<file path="config.mk">
export PLATFORM = sky130hd
export DESIGN_NAME = acc_fifo
export DESIGN_NICKNAME = d
export VERILOG_FILES = /design/src/rtl/acc_fifo_pkg.sv /design/src/rtl/acc_fifo_mem.sv /design/src/rtl/acc_fifo.sv
export SDC_FILE = /design/constraint.sdc
export NUM_CORES = 1
export LEC_CHECK = 0
export CORE_MARGIN = 3
export CORE_UTILIZATION = 45
export DETAILED_ROUTE_END_ITERATION = 16
export PLACE_DENSITY = 0.63
export SYNTH_ARGS = -nofsm -noshare
export SYNTH_HDL_FRONTEND = slang
export SYNTH_SLANG_ARGS = --single-unit
</file>
<file path="constraint.sdc">
create_clock -name clk -period 5.3 [get_ports clk]
set_input_delay 0.53 -clock clk [delete_from_list [all_inputs] [get_ports clk]]
set_output_delay 0.53 -clock clk [all_outputs]
set_load 0.01 [all_outputs]
</file>
<file path="src/rtl/acc_fifo_pkg.sv">
// Shared defaults and read-mode encoding for the accumulating FIFO slice.
package acc_fifo_pkg;

    localparam int ACC_DATA_W = 32;
    localparam int ACC_DEPTH  = 16;

    typedef enum logic {
        FWFT_REGISTERED  = 1'b0,
        FWFT_FALLTHROUGH = 1'b1
    } fwft_mode_e;

endpackage : acc_fifo_pkg

</file>
<file path="src/rtl/acc_fifo_mem.sv">
// FIFO storage: one synchronous write port, one asynchronous read port, no reset.
module acc_fifo_mem #(
    parameter int  DATA_W = 32,
    parameter int  DEPTH  = 16,
    localparam int AW     = $clog2(DEPTH)
) (
    input  logic              clk,
    input  logic              we,
    input  logic [AW-1:0]     waddr,
    input  logic [DATA_W-1:0] wdata,
    input  logic [AW-1:0]     raddr,
    output logic [DATA_W-1:0] rdata
);

    logic [DATA_W-1:0] mem [DEPTH];

    always_ff @(posedge clk) begin
        if (we) begin
            mem[waddr] <= wdata;
        end
    end

    assign rdata = mem[raddr];

endmodule : acc_fifo_mem

</file>
<file path="src/rtl/acc_fifo.sv">
// Synchronous FIFO with runtime full threshold, flush, enable gating and
// sticky overflow/underflow flags; registered or fall-through read.
module acc_fifo
    import acc_fifo_pkg::*;
#(
    parameter int  DATA_W = ACC_DATA_W,
    parameter int  DEPTH  = ACC_DEPTH,
    parameter int  FWFT   = 0,
    localparam int CW     = $clog2(DEPTH) + 1
) (
    input  logic              clk,
    input  logic              rst_n,
    input  logic              enable,
    input  logic              flush,
    input  logic [CW-1:0]     level_cfg,
    input  logic              push,
    input  logic [DATA_W-1:0] din,
    input  logic              pop,
    output logic [DATA_W-1:0] dout,
    output logic              dout_valid,
    output logic              full,
    output logic              empty,
    output logic              almost_full,
    output logic [CW-1:0]     count,
    output logic              overflow,
    output logic              underflow,
    input  logic              clear_err
);

    localparam int              AW      = $clog2(DEPTH);
    localparam fwft_mode_e      MODE    = (FWFT != 0) ? FWFT_FALLTHROUGH : FWFT_REGISTERED;
    localparam logic [CW-1:0]   DEPTH_C = CW'(DEPTH);

    logic [AW-1:0]     wr_ptr;
    logic [AW-1:0]     rd_ptr;
    logic [CW-1:0]     lim;
    logic              push_acc;
    logic              pop_acc;
    logic              ovf_set;
    logic              unf_set;
    logic [DATA_W-1:0] mem_rdata;

    // Zero or out-of-range thresholds fall back to the physical depth.
    always_comb begin
        lim = level_cfg;
        if ((level_cfg == '0) || (level_cfg > DEPTH_C)) begin
            lim = DEPTH_C;
        end
    end

    always_comb begin
        full        = (count >= lim);
        empty       = (count == '0);
        almost_full = (count >= (lim - CW'(1)));
        push_acc    = enable & push & ~full  & ~flush;
        pop_acc     = enable & pop  & ~empty & ~flush;
        ovf_set     = enable & push & full  & ~flush;
        unf_set     = enable & pop  & empty & ~flush;
    end

    always_ff @(posedge clk or negedge rst_n) begin
        if (!rst_n) begin
            wr_ptr <= '0;
            rd_ptr <= '0;
            count  <= '0;
        end else if (enable) begin
            if (flush) begin
                wr_ptr <= '0;
                rd_ptr <= '0;
                count  <= '0;
            end else begin
                if (push_acc) begin
                    wr_ptr <= wr_ptr + AW'(1);
                end
                if (pop_acc) begin
                    rd_ptr <= rd_ptr + AW'(1);
                end
                if (push_acc != pop_acc) begin
                    count <= push_acc ? (count + CW'(1)) : (count - CW'(1));
                end
            end
        end
    end

    // Error flags ignore enable so clear_err always works; a new set beats clear.
    always_ff @(posedge clk or negedge rst_n) begin
        if (!rst_n) begin
            overflow  <= 1'b0;
            underflow <= 1'b0;
        end else begin
            if (ovf_set) begin
                overflow <= 1'b1;
            end else if (clear_err) begin
                overflow <= 1'b0;
            end
            if (unf_set) begin
                underflow <= 1'b1;
            end else if (clear_err) begin
                underflow <= 1'b0;
            end
        end
    end

    acc_fifo_mem #(
        .DATA_W (DATA_W),
        .DEPTH  (DEPTH)
    ) u_mem (
        .clk   (clk),
        .we    (push_acc),
        .waddr (wr_ptr),
        .wdata (din),
        .raddr (rd_ptr),
        .rdata (mem_rdata)
    );

    generate
        if (MODE == FWFT_FALLTHROUGH) begin : g_fwft
            assign dout       = mem_rdata;
            assign dout_valid = ~empty;
        end else begin : g_reg
            logic [DATA_W-1:0] dout_q;
            logic              dout_valid_q;

            // Flush drops pop_acc, which also clears the valid pulse.
            always_ff @(posedge clk or negedge rst_n) begin
                if (!rst_n) begin
                    dout_q       <= '0;
                    dout_valid_q <= 1'b0;
                end else if (enable) begin
                    dout_valid_q <= pop_acc;
                    if (pop_acc) begin
                        dout_q <= mem_rdata;
                    end
                end
            end

            assign dout       = dout_q;
            assign dout_valid = dout_valid_q;
        end
    endgenerate

endmodule : acc_fifo

</file>
==> results <==
- The highest achievable clock rate is 0.241 GHz.
- After clock tree synthesis, the clock-pin slew on the worst setup and hold paths is 60 ps.
- The count of cell types in the netlist is 41.
- Before CTS, the worst setup slack after placement is 862 ps.
- The net count of the finished layout is 1151.
- The placeable core area is 0.0478 mm^2.
- The family with the most delay on the worst path is adder cells.
- Summing every instance area after synthesis gives 0.0218 mm^2.
- Dividing total power by cell area gives a power density of 465 mW/mm^2.
- For this run, the total global-route usage over all layers was measured as 0.181.
- The total placed instance area is 0.0236 mm^2.
- Synthesis inferred 560 register bits.
- Setup repair after global routing left no endpoint under its margin.
- The detailed-route wire length is 44.4 mm.
- The first global-routing pass estimated 68.6 mm of wire.
- At the pin with the least slew margin, the transition time is 786 ps.
- The area growth from synthesis to layout is 16.7%.
- The number of antenna violations at the first check in global routing was 2.
- The number of failing setup endpoints in the final timing report is 0.
- Post-CTS timing repair inserted 0 buffers for setup.
- The number of hold violations in the final report is 0.
- The max-cap violation count is 0.
- The worst setup path is of the in -> out kind.
- Summed over all layers, the global routing overflow is 0.
- The first-iteration detailed-routing DRC count is 924.
- The yosys synthesis warning count is 0.
- The cell at the slowest stage of the critical path is sky130_fd_sc_hd__or4_1.
- At the end of routability-driven placement, the weighted congestion stood at 0.719.
- The number of buffers inserted for hold repair after clock tree synthesis is 0.
- Entering global routing, the biggest net connects 83 pins.
- The final antenna-violating net count is 0.
- The height of the die is 226 um.
- The clock tree skew after final layout is 11.5 ps.
- 0 antenna diodes ended up in the layout.
- The flow ran to the end, and the final reports show no timing, DRC or antenna violations.
- The element type at the critical path start is an input port.
- The count of TritonRoute iterations in the first routing pass is 4.
- Clock tree synthesis inserted a total of 56 buffers.
- For this run, design rule violations remaining after detail routing come to 0.
- The die area is 0.0512 mm^2.
- The data arrival time of the critical path is 3620 ps.
- IR analysis of the VDD net gives a maximum drop of 297 uV.
- The worst hold path class is in -> async.
- Headroom to the max-slew limit came out at 0.476.
- The post-route worst setup slack is 1150 ps.
- The post-route cell area is 0.0255 mm^2.
- The cell occurring most often along the worst timing path is sky130_fd_sc_hd__ha_1.
- The horizontal die dimension is 226 um.
- The static leakage is 8.14 nW.
- Of the available clock period, the critical path in the final layout requires 0.783.
- The TritonCTS clock tree is done.
- Together, buffers and inverters on the worst path number 2.
- Buffers placed on the I/O ports in this run total 86.
- The number of global-route vias before repair is 10700.
- The sequential element share of the synthesized area is 0.759.
- In this design, the stage delay of the slowest critical-path cell is 530 ps.
- The fraction of final layout cells sized beyond drive strength 1 is 0.296.
- 87 I/O pins were placed.
- The total clock sinks is 560.
- Along the worst path, the maximum fanout reaches 4.
- Detailed placement ended at an HPWL of 24.4 mm.
- The average cell area after synthesis is 22.9 um^2.
- The count of vias placed by the detailed router is 10000.
- In the synthesized netlist, the number of instances is 955.
- Post-CTS repair changed the size of 0 cells.
- The worst setup path is captured at a primary output.
- For this configuration, the core starts out at a cell density of 0.456.
- The tree is rooted in a sky130_fd_sc_hd__clkbuf_16.
- After detailed routing, the average wire length per cell comes to 25.4 um.
- In this run the deepest clock path goes through 3 buffers.
- For the worst setup path, the data required time is 4770 ps.
- In the routed layout, each cell is associated on average with a via count of 5.74.
- The clock latency reported for the late side of the worst-skew pair is 590 ps.
- The number of core rows is 80.
- The signal on the critical path passes through clkdlybuf4s50_1, or4_1, ha_1, nand2b_1, ha_1, ha_1, a21o_1, a21oi_1, nor2b_1, o21ai_0, nand2b_1, clkdlybuf4s50_1.
- After layout, the minimum clock period comes to 4150 ps.
- The total count of max-transition violations in the final report came to 0.
- The CTS H-tree depth is 2.
- Counting every net in the synthesized netlist gives 1021.
cells in the final DEF, fill, tap and decap left out, types with 5 or more instances in the layout:
| master | netlist | layout |
|---|---|---|
| sky130_fd_sc_hd__clkbuf_16 | 0 | 58 |
| sky130_fd_sc_hd__ha_1 | 21 | 21 |
| sky130_fd_sc_hd__o21ai_0 | 7 | 7 |
| sky130_fd_sc_hd__nor3_2 | 0 | 8 |
| sky130_fd_sc_hd__buf_4 | 0 | 25 |
| sky130_fd_sc_hd__inv_1 | 14 | 14 |
| sky130_fd_sc_hd__a21oi_1 | 10 | 10 |
| sky130_fd_sc_hd__bufinv_16 | 0 | 7 |
| sky130_fd_sc_hd__mux2_2 | 33 | 33 |
| sky130_fd_sc_hd__clkinv_1 | 1 | 11 |
| sky130_fd_sc_hd__buf_12 | 0 | 7 |
| sky130_fd_sc_hd__nand2b_1 | 7 | 7 |
| sky130_fd_sc_hd__dfrtp_1 | 48 | 45 |
| sky130_fd_sc_hd__nor2_1 | 12 | 8 |
| sky130_fd_sc_hd__o22ai_1 | 5 | 5 |
| sky130_fd_sc_hd__clkdlybuf4s50_1 | 0 | 85 |
| sky130_fd_sc_hd__clkbuf_1 | 28 | 7 |
| sky130_fd_sc_hd__edfxtp_1 | 512 | 512 |
| sky130_fd_sc_hd__nand2_1 | 16 | 15 |
| sky130_fd_sc_hd__clkinv_2 | 0 | 15 |
| sky130_fd_sc_hd__nand3_1 | 9 | 9 |
| sky130_fd_sc_hd__mux4_2 | 160 | 160 |
cells by family after synthesis:
family | share of synthesized area
adder cells (fa/ha/maj) | 0.0129
multiplexers | 0.182
AO/OA/AOI/OAI | 0.0110
XOR/XNOR | 0.00275
flip-flops | 0.759
buffers and inverters | 0.0146
AND/OR/NAND/NOR | 0.0172
cells in the mapped netlist, drive strengths merged:
| cell | n | area [um^2] |
|---|---|---|
| xor2 | 1 | 8.76 |
| o2111ai | 1 | 8.76 |
| mux2 | 33 | 372 |
| or4 | 2 | 15.0 |
| xnor2 | 5 | 51.3 |
| fa | 1 | 20.0 |
| nand2b | 7 | 43.8 |
| inv | 15 | 56.3 |
| o21a | 1 | 7.51 |
| or3 | 1 | 6.26 |
| mux4 | 160 | 3600 |
| nor3 | 11 | 55.1 |
| edfxtp | 512 | 15400 |
| o22ai | 5 | 31.3 |
| mux2i | 1 | 10.0 |
| dfrtp | 48 | 1200 |
| clkbuf | 28 | 105 |
| buf | 18 | 153 |
| o2bb2ai | 1 | 8.76 |
| o311ai | 3 | 26.3 |
| clkinv | 1 | 3.75 |
| nor2b | 3 | 18.8 |
| and3 | 6 | 37.5 |
| a21o | 4 | 30.0 |
| nor3b | 2 | 15.0 |
| nor4b | 1 | 8.76 |
| a311o | 3 | 30.0 |
| nand2 | 16 | 60.1 |
| nand4 | 2 | 12.5 |
| o21ai | 8 | 40.0 |
| nor2 | 12 | 45.0 |
| and2 | 2 | 12.5 |
| ha | 21 | 263 |
| nand3 | 9 | 45.0 |
| a21boi | 1 | 7.51 |
| a21oi | 10 | 50.1 |
layer usage:
| layer | global-route usage | wire length [um] | vias up |
|---|---|---|---|
| met2 | 0.284 | 21600 | 268 |
| met4 | 0.0436 | 687 | 4 |
| met1 | 0.272 | 20000 | 5411 |
| met3 | 0.0284 | 2190 | 44 |
| li1 | - | - | 4289 |
| met5 | 0 | 24 | - |
registers in the layout (all words and copies together) (netlist names):
| name | flops |
|---|---|
| underflow | 1 |
| dout_valid | 1 |
| count | 5 |
| wr_ptr | 4 |
| dout | 32 |
| overflow | 1 |
| u_mem.mem | 512 |
| rd_ptr | 4 |
power breakdown:
part	switching (mW)	internal, mW	total, mW
clock	1.63	2.33	3.96
combinational	1.15	1.45	2.60
sequential	0.206	5.09	5.29
area by class of cell:
| class | count | area [um^2] |
|---|---|---|
| clock buffers | 65 | 1480 |
| clock inverters | 39 | 382 |
| fillers | 3690 | 22400 |
| inverters | 16 | 60.1 |
| multi-input cells | 333 | 5020 |
| flip-flops and latches | 560 | 16600 |
| well taps | 615 | 769 |
| repair buffers | 118 | 1180 |
metrics by stage:
stage                     setup TNS (ps)  total power, mW  std cells  utilization  hold slack (ps)
after CTS                              0             12.0       1746        0.533              130
after floorplan                     -950             7.49        955            -              234
after global placement                 0             8.03       1642        0.494              485
after global routing                   0             12.4       1746        0.533              168
final                                  0             11.9       1746        0.533              111
after detailed placement               0             8.05       1642        0.494              493
worst paths after layout:
check	startpoint	to	slack, ps	depth (start not counted)
min in group clk	dout[18]	dout[18]	510	1
worst min register to register	dout[18]	dout[18]	510	1
worst min-delay path	rst_n	count[0]	110	2
max in group asynchronous	rst_n	rd_ptr[0]	4610	2
worst max-delay path	level_cfg[2]	almost_full	1150	12
worst max register to register	count[3]	count[4]	2260	13
No activity file was read; power rests on OpenSTA's default activity.
